`src/rtl/wb_led_sequencer.sv`:
```
// Wishbone master that plays a programmable LED pattern table into the LED register slave,
// one write per step with a programmable dwell between steps.
module wb_led_sequencer #(
  parameter int unsigned DATA_WIDTH  = 32,
  parameter int unsigned ADDR_WIDTH  = 32,
  parameter int unsigned LED_WIDTH   = 4,
  parameter int unsigned DEPTH       = 8,
  parameter int unsigned CNT_WIDTH   = 24,
  parameter logic [ADDR_WIDTH-1:0] BASE_ADDR = '0,
  parameter int unsigned ACK_TIMEOUT = 16,
  localparam int unsigned IDX_W      = $clog2(DEPTH)
) (
  input  logic                    clk,
  input  logic                    rst_n,
  input  logic                    enable,
  input  logic                    one_shot,
  input  logic [IDX_W-1:0]        last_idx,
  input  logic [CNT_WIDTH-1:0]    dwell,
  input  logic                    pat_we,
  input  logic [IDX_W-1:0]        pat_addr,
  input  logic [LED_WIDTH+1:0]    pat_data,
  output logic [ADDR_WIDTH-1:0]   wbm_adr_o,
  output logic [DATA_WIDTH-1:0]   wbm_dat_o,
  output logic                    wbm_we_o,
  output logic [DATA_WIDTH/8-1:0] wbm_sel_o,
  output logic                    wbm_stb_o,
  output logic                    wbm_cyc_o,
  input  logic                    wbm_ack_i,
  input  logic                    wbm_err_i,
  output logic                    busy,
  output logic [IDX_W-1:0]        step_idx,
  output logic                    done,
  output logic                    fault
);

  localparam int unsigned TMO_W = $clog2(ACK_TIMEOUT);
  localparam logic [TMO_W-1:0]     TmoLast = TMO_W'(ACK_TIMEOUT - 1);
  localparam logic [CNT_WIDTH-1:0] CntOne  = CNT_WIDTH'(1);
  localparam logic [IDX_W-1:0]     IdxOne  = IDX_W'(1);

  typedef enum logic [1:0] {StIdle, StFetch, StBus, StDwell} state_e;

  state_e                  state_q, state_d;
  logic [IDX_W-1:0]        idx_q, idx_d;
  logic                    armed_q, armed_d;
  logic                    fault_q, fault_d;
  logic                    done_q, done_d;
  logic                    busy_q, busy_d;
  logic [CNT_WIDTH-1:0]    cnt_q, cnt_d;
  logic [TMO_W-1:0]        tmo_q, tmo_d;
  logic [ADDR_WIDTH-1:0]   adr_q, adr_d;
  logic [DATA_WIDTH-1:0]   dat_q, dat_d;
  logic                    we_q, we_d;
  logic [DATA_WIDTH/8-1:0] sel_q, sel_d;
  logic                    stb_q, stb_d;
  logic                    cyc_q, cyc_d;

  logic [LED_WIDTH+1:0]    pat_q [DEPTH];
  logic [LED_WIDTH+1:0]    entry;
  logic [1:0]              entry_op;
  logic [LED_WIDTH-1:0]    entry_leds;

  // Reads the registered table, so a same-cycle write is seen only on the next lap.
  assign entry      = pat_q[idx_q];
  assign entry_op   = entry[LED_WIDTH+1 -: 2];
  assign entry_leds = entry[LED_WIDTH-1:0];

  always_ff @(posedge clk or negedge rst_n) begin
    if (!rst_n) begin
      for (int i = 0; i < DEPTH; i++) begin
        pat_q[i] <= '0;
      end
    end else if (pat_we) begin
      pat_q[pat_addr] <= pat_data;
    end
  end

  always_comb begin
    state_d = state_q;
    idx_d   = idx_q;
    armed_d = armed_q;
    fault_d = fault_q;
    done_d  = 1'b0;
    cnt_d   = cnt_q;
    tmo_d   = tmo_q;
    adr_d   = adr_q;
    dat_d   = dat_q;
    we_d    = we_q;
    sel_d   = sel_q;
    stb_d   = stb_q;
    cyc_d   = cyc_q;

    unique case (state_q)
      StIdle: begin
        if (enable && armed_q) begin
          state_d = StFetch;
          fault_d = 1'b0;
          idx_d   = '0;
        end
      end
      StFetch: begin
        if (!enable) begin
          state_d = StIdle;
          idx_d   = '0;
        end else begin
          adr_d        = '0;
          adr_d[3:0]   = {entry_op, 2'b00};
          adr_d        = BASE_ADDR + adr_d;
          dat_d        = '0;
          dat_d[LED_WIDTH-1:0] = entry_leds;
          we_d         = 1'b1;
          sel_d        = '1;
          stb_d        = 1'b1;
          cyc_d        = 1'b1;
          tmo_d        = '0;
          state_d      = StBus;
        end
      end
      StBus: begin
        // Error beats ack; a missing response aborts on the ACK_TIMEOUT-th cycle.
        if (wbm_err_i || (!wbm_ack_i && tmo_q == TmoLast)) begin
          {we_d, stb_d, cyc_d} = 3'b000;
          sel_d   = '0;
          fault_d = 1'b1;
          idx_d   = '0;
          state_d = StIdle;
        end else if (wbm_ack_i) begin
          {we_d, stb_d, cyc_d} = 3'b000;
          sel_d = '0;
          if (!enable) begin
            idx_d   = '0;
            state_d = StIdle;
          end else begin
            cnt_d   = (dwell == '0) ? CntOne : dwell;
            state_d = StDwell;
          end
        end else begin
          tmo_d = tmo_q + TMO_W'(1);
        end
      end
      StDwell: begin
        if (!enable) begin
          idx_d   = '0;
          state_d = StIdle;
        end else if (cnt_q > CntOne) begin
          cnt_d = cnt_q - CntOne;
        end else if (idx_q == last_idx && one_shot) begin
          done_d  = 1'b1;
          armed_d = 1'b0;
          idx_d   = '0;
          state_d = StIdle;
        end else begin
          idx_d   = (idx_q == last_idx) ? '0 : idx_q + IdxOne;
          state_d = StFetch;
        end
      end
      default: state_d = StIdle;
    endcase

    if (!enable) begin
      armed_d = 1'b1;
    end
    busy_d = (state_d != StIdle);
  end

  always_ff @(posedge clk or negedge rst_n) begin
    if (!rst_n) begin
      state_q <= StIdle;
      idx_q   <= '0;
      armed_q <= 1'b1;
      fault_q <= 1'b0;
      done_q  <= 1'b0;
      busy_q  <= 1'b0;
      cnt_q   <= '0;
      tmo_q   <= '0;
      adr_q   <= '0;
      dat_q   <= '0;
      we_q    <= 1'b0;
      sel_q   <= '0;
      stb_q   <= 1'b0;
      cyc_q   <= 1'b0;
    end else begin
      state_q <= state_d;
      idx_q   <= idx_d;
      armed_q <= armed_d;
      fault_q <= fault_d;
      done_q  <= done_d;
      busy_q  <= busy_d;
      cnt_q   <= cnt_d;
      tmo_q   <= tmo_d;
      adr_q   <= adr_d;
      dat_q   <= dat_d;
      we_q    <= we_d;
      sel_q   <= sel_d;
      stb_q   <= stb_d;
      cyc_q   <= cyc_d;
    end
  end

  assign wbm_adr_o = adr_q;
  assign wbm_dat_o = dat_q;
  assign wbm_we_o  = we_q;
  assign wbm_sel_o = sel_q;
  assign wbm_stb_o = stb_q;
  assign wbm_cyc_o = cyc_q;
  assign busy      = busy_q;
  assign step_idx  = idx_q;
  assign done      = done_q;
  assign fault     = fault_q;

endmodule

```
`config.mk`:
```
export PLATFORM = sky130hd
export DESIGN_NAME = wb_led_sequencer
export DESIGN_NICKNAME = d
export VERILOG_FILES = /design/src/rtl/wb_led_sequencer.sv
export SDC_FILE = /design/constraint.sdc
export NUM_CORES = 1
export LEC_CHECK = 0
export ABC_AREA = 1
export CORE_ASPECT_RATIO = 0.6
export CORE_MARGIN = 2
export CORE_UTILIZATION = 48
export DETAILED_ROUTE_END_ITERATION = 7
export PLACE_DENSITY = 0.76
export SLEW_MARGIN = 20
export SYNTH_ARGS = -nofsm -noshare
export SYNTH_HDL_FRONTEND = slang
export SYNTH_SLANG_ARGS = --single-unit
```
`constraint.sdc`:
```
create_clock -name clk -period 3.16 [get_ports clk]
set_input_delay 0.316 -clock clk [delete_from_list [all_inputs] [get_ports clk]]
set_output_delay 0.316 -clock clk [all_outputs]
set_load 0.03 [all_outputs]
```
* Word level (Yosys, flattened, before mapping)
Cells that the tools add are included.
** Operators by class
- Add/subtract/negate cells :: 3
- Magnitude comparators :: 4
- Equal/unequal tests :: 19
- Mux-type cells :: 54
- Bitwise gates (word level) :: 2
- Reductions and logical operators :: 19
** Operators by type and width (count)
- $mux W24 :: 6
- $bwmux W48 :: 1
- $pmux W24 S2 :: 1
- $gt A24 B1 Y1 const B :: 1
- $logic_not A24 Y1 :: 1
- $mux W3 :: 8
- $mux W4 :: 6
- $sub A24 B1 Y24 const B :: 1
- $ne A2 B2 Y1 const B :: 10
- $bmux W6 S3 :: 1
- $demux W6 S3 :: 1
- $mux W6 :: 3
- $pmux W4 S2 :: 2
- $mux W1 :: 14
- $mux W2 :: 7
- $pmux W3 S4 :: 1
- $reduce_and A3 Y1 :: 4
- $ge A4 B4 Y1 const B :: 2
- $not A3 Y4 :: 2
- $pmux W2 S4 :: 1
- $reduce_bool A2 Y1 :: 4
- $ne A3 B3 Y1 const B :: 2
- $reduce_and A6 Y1 :: 1
- $add A4 B1 Y4 const B :: 1
- other kinds (14) :: 20
** Storage, ports and cells
- Register bits :: 96
- Bits of input ports :: 43
- Output and inout port bits :: 77
- Word-level logic and storage cells :: 121

* Longest topological paths before layout
- Depth in word-level cells :: 7
- Depth in mapped cells :: 13
- Depth with buffers taken out :: 13

* Least setup slack after synthesis
No wires, ideal clock.
- Path kind :: reg2reg
- From :: register cnt_q[0]
- To :: register cnt_q[5]
- Library setup time :: 0.119 ns
- Data arrival time :: 1.493 ns
- Data required time :: 3.041 ns
- Path slack :: 1.548 ns
- Stages on the path, launching flop included :: 13
- Path buffers :: 1
- Clock period less this slack :: 1.612 ns
- Cell sequence :: dfrtp_1 -> inv_1 -> ha_1 -> inv_1 -> nand2_1 -> nand3_2 -> nor2_2 -> nand3_2 -> nand2_4 -> inv_4 -> buf_6 -> nand2_2 -> o21ai_2
** On the way
- Cells in the longest elaborated chain, start to end :: 4
- Elaborated cells on any way between the ends :: 7
- Classes of those cells :: 1 x add/sub; 1 x order compare; 1 x eq/ne; 3 x mux; 1 x reduce/logical
** Ends and longest elaborated chain
- from (decl) :: RTL line 49 : logic [CNT_WIDTH-1:0] cnt_q, cnt_d;
- from (signal assigned) :: RTL line 189 : cnt_q <= cnt_d;
- $sub A24 B1 Y24 :: RTL line 146 : cnt_d = cnt_q - CntOne;
- $mux W24 :: RTL line 145 : end else if (cnt_q > CntOne) begin
- $mux W24 :: RTL line 142 : if (!enable) begin
- $pmux W24 S2 :: RTL line 93 : unique case (state_q)
Parallel ways exist; a longest one is shown, timed or not. The select of a mux whose other input is x is not followed.
A chain may end at the register's enable or synchronous reset.

* Final worst setup path
- From :: register idx_q[2], in the netlist step_idx[2]
- To :: output step_idx[2]
** RTL lines
- from (decl) :: RTL line 44 : logic [IDX_W-1:0] idx_q, idx_d;
- from (signal assigned) :: RTL line 184 : idx_q <= idx_d;
- to (decl) :: RTL line 31 : output logic [IDX_W-1:0] step_idx,
No word-level cell between the ends.

==> flow_summary.yaml <==
timing:
  hold_viol_final: 0
  worst_pin_slew_ns: 0.591
  rsz0062_at_grt: "false"
  fin_crit_ns: 2.11
  final_max_slew_viol_count: 0
  fin_ws_ns: 1.05
  fin_skew_ns: 0.00477
  finalSetupViolCount: 0
  clock.fmax_mhz: 473
  finalSetupTns_ns: 0
  post-route-period-util_pct: 66.9
  slew_headroom_pct: 60.5
global_route:
  grt_max_degree: 43
  gr-total-overflow: 0
  grt_pass1_wl_mm: 22.8
  antenna_found_initial: 0
  grt_pass1_vias: 4433
  track_usage_pct: 22.2
drt:
  drtIter0Drc: 573
  num_vias: 5173
  vias_per_cell: 4.99
  wl_mm: 14.1
  highest-signal-layer: "met4"
  drtAntennaViolNets: 0
  drt-pass1-iter-count: 6
  met3_length_mm: 1.26
  wire_per_inst_um: 13.6
  drc: 0
  wl_met1_mm: 7.21
  wl_met2_mm: 5.50
yosys:
  syn_inst: 825
  synth_seq_cells: 92
  yosysWarnings: 0
  synth.distinct_cells: 39
  yosysSeqAreaShare_pct: 39.4
  avgSynthCellArea_um2: 7.08
  syn_area_um2: 5840
floorplanning:
  die_h_um: 89.4
  die_w_um: 146
  die-area_um2: 13100
  start_util_pct: 48.9
  core_area_um2: 11900
  ios: 120
  rows: 31
cts:
  clock_path_buffers: 2
  htreeDepth: 3
  clock_sinks: 92
  clockRootBuffer: "clkbuf_16"
  cts_tree: "yes"
  post_cts_resized: 0
  clk_latency_ns: 0.33
  cts_hold_buf: 1
  numCtsBuffers: 9
  post_cts_buffers: 0
  clkTransAtPathRegs_ns: 0.06
critical_path:
  worstPathMaxFanout: 12
  cp_top_family: "buffers and inverters"
  cpPeakStageDelay_ns: 0.78
  crit_path_cell_trace: "clkdlybuf4s50_1"
  cp-end-kind: "primary output"
  startpoint_type: "flip-flop"
  cp.required_ns: 2.84
  path_buf_inv: 1
  worstPathArrival_ns: 1.80
  critical-path-slowest-cell: "clkdlybuf4s50_1"
  crit_type: "flip-flop to primary output"
place:
  port_buffers: 61
  hpwl_mm: 10.4
  routabilityCongestion: 0.865
  pre_cts_slack_ns: 0.914
power_and_ir_drop:
  power.density_nw_per_um2: 778
  ir_drop_mv: 0.286
  leakagePower_nw: 3.19
layout:
  syn2layout_area_growth_pct: 13.1
  final_nets: 915
  antenna_cells: 0
  layout-drive-gt1-share_pct: 7.45
job:
  max-cap-violations: 0
status:
  status: "completed"
hold_path:
  hold_path.class: "flip-flop to flip-flop"
## cell usage in the layout (no fill, tap or decap), drive strengths merged, types with 2 or more instances in the layout
cell type / Yosys / routed
nand2: 244 / 244
nor2: 130 / 130
dfrtp: 91 / 91
o21ai: 89 / 89
nand3: 63 / 63
inv: 61 / 62
clkdlybuf4s50: 0 / 60
conb: 1 / 58
nand4: 12 / 12
o211ai: 12 / 12
clkbuf: 15 / 10
buf: 79 / 8
a21oi: 7 / 7
ha: 4 / 4
or2: 3 / 3
xnor2: 2 / 2
xor2: 2 / 2
nor3: 2 / 2
bufinv: 0 / 2
clkinv: 1 / 2
## routing by layer
| metal | up-vias | GRT usage (%) |
|---|---|---|
| met5 | - | 0 |
| met4 | 0 | 4.85 |
| met3 | 12 | 5.36 |
| met2 | 218 | 30.0 |
| met1 | 2358 | 35.3 |
| li1 | 2585 | - |
## worst paths after layout
| kind | startpoint | end | slack (ns) | cells after the start |
|---|---|---|---|---|
| worst max-delay path | step_idx[2] | step_idx[2] | 1.05 | 1 |
| worst min-delay path | wbm_dat_o[1] | wbm_dat_o[1] | 0.48 | 2 |
| worst max register to register | cnt_q[0] | cnt_q[3] | 1.07 | 11 |
| worst min register to register | wbm_dat_o[1] | wbm_dat_o[1] | 0.48 | 2 |
| max in group asynchronous | rst_n | pat_q[45] | 1.86 | 3 |
| min in group asynchronous | rst_n | pat_q[35] | 0.51 | 2 |
## per-stage QoR
step / instance area, µm² / std cells / power, mW / util (%) / hold slack (ns)
6_report: 6610 / 1037 / 5.14 / 55.3 / 0.481
4_1_cts: 6610 / 1037 / 5.16 / 55.3 / 0.482
3_5_place_dp: 6270 / 1021 / 3.98 / 52.5 / 0.342
2_1_floorplan: 6050 / 882 / 3.47 / - / 0.0204
5_1_grt: 6610 / 1037 / 5.53 / 55.3 / 0.502
3_3_place_gp: 6270 / 1021 / 3.93 / 52.5 / 0.344
## power breakdown
part	leakage (nW)	internal [mW]	switching (mW)
Combinational	1.87	0.717	1.43
Sequential	1.16	1.51	0.322
Clock	0.155	0.714	0.446
## cell type report
type,count,area (µm²)
Fill cell,1159,5340
Timing Repair Buffer,69,671
Sequential cell,92,2300
Multi-Input combinational cell,634,2870
Clock buffer,10,239
Clock inverter,5,85.1
Tap cell,165,206
Inverter,62,235
## sequential cells by signal, indices dropped and copies added, names as in the netlist
register and cells:
wbm_adr_o 2, tmo_q 4, step_idx 3, wbm_dat_o 4, cnt_q 24, wbm_sel_o 1, fault 1, armed_q 1
done 1, state_q 2, pat_q 48, busy 1
## logic make-up (layout without fill, tap and decap cells)
group / Yosys count / in the layout / synth area share, %
other cells: 1 / 58 / 0.0642
fa+ha+maj: 4 / 4 / 0.857
simple gates: 456 / 456 / 32.7
buf+inv: 156 / 146 / 15.1
xor+xnor: 4 / 4 / 0.600
compound gates: 112 / 112 / 11.2
flops: 92 / 92 / 39.4
## cell usage after synthesis
cell	instances	area [µm²]
clkinv_1	1	3.75
nand2_2	9	56.3
nand3b_1	1	7.51
buf_4	67	503
buf_8	1	15.0
nor2_2	8	50.1
o21ai_2	11	96.3
nor3_1	2	10.0
o21bai_1	1	7.51
nor2_4	2	22.5
o31ai_1	1	7.51
inv_2	4	15.0
clkbuf_1	15	56.3
o21ai_0	76	380
dfstp_2	1	26.3
nand3_1	61	305
xnor2_1	2	17.5
ha_1	4	50.1
nand4_1	12	75.1
nand2_1	234	878
or2_0	1	6.26
conb_1	1	3.75
xor2_1	2	17.5
a21oi_4	1	16.3
or2_2	2	12.5
o211ai_1	12	90.1
o21ai_1	2	10.0
dfrtp_1	91	2280
a21oi_1	6	30.0
inv_4	1	6.26
nand2_4	1	11.3
and2_1	1	6.26
buf_6	3	33.8
inv_1	56	210
o22ai_1	1	6.26
nor2_1	120	450
nand3_2	2	20.0
buf_2	8	40.0
a2bb2oi_1	1	8.76
Note: power is estimated with default switching activity, not from simulation.
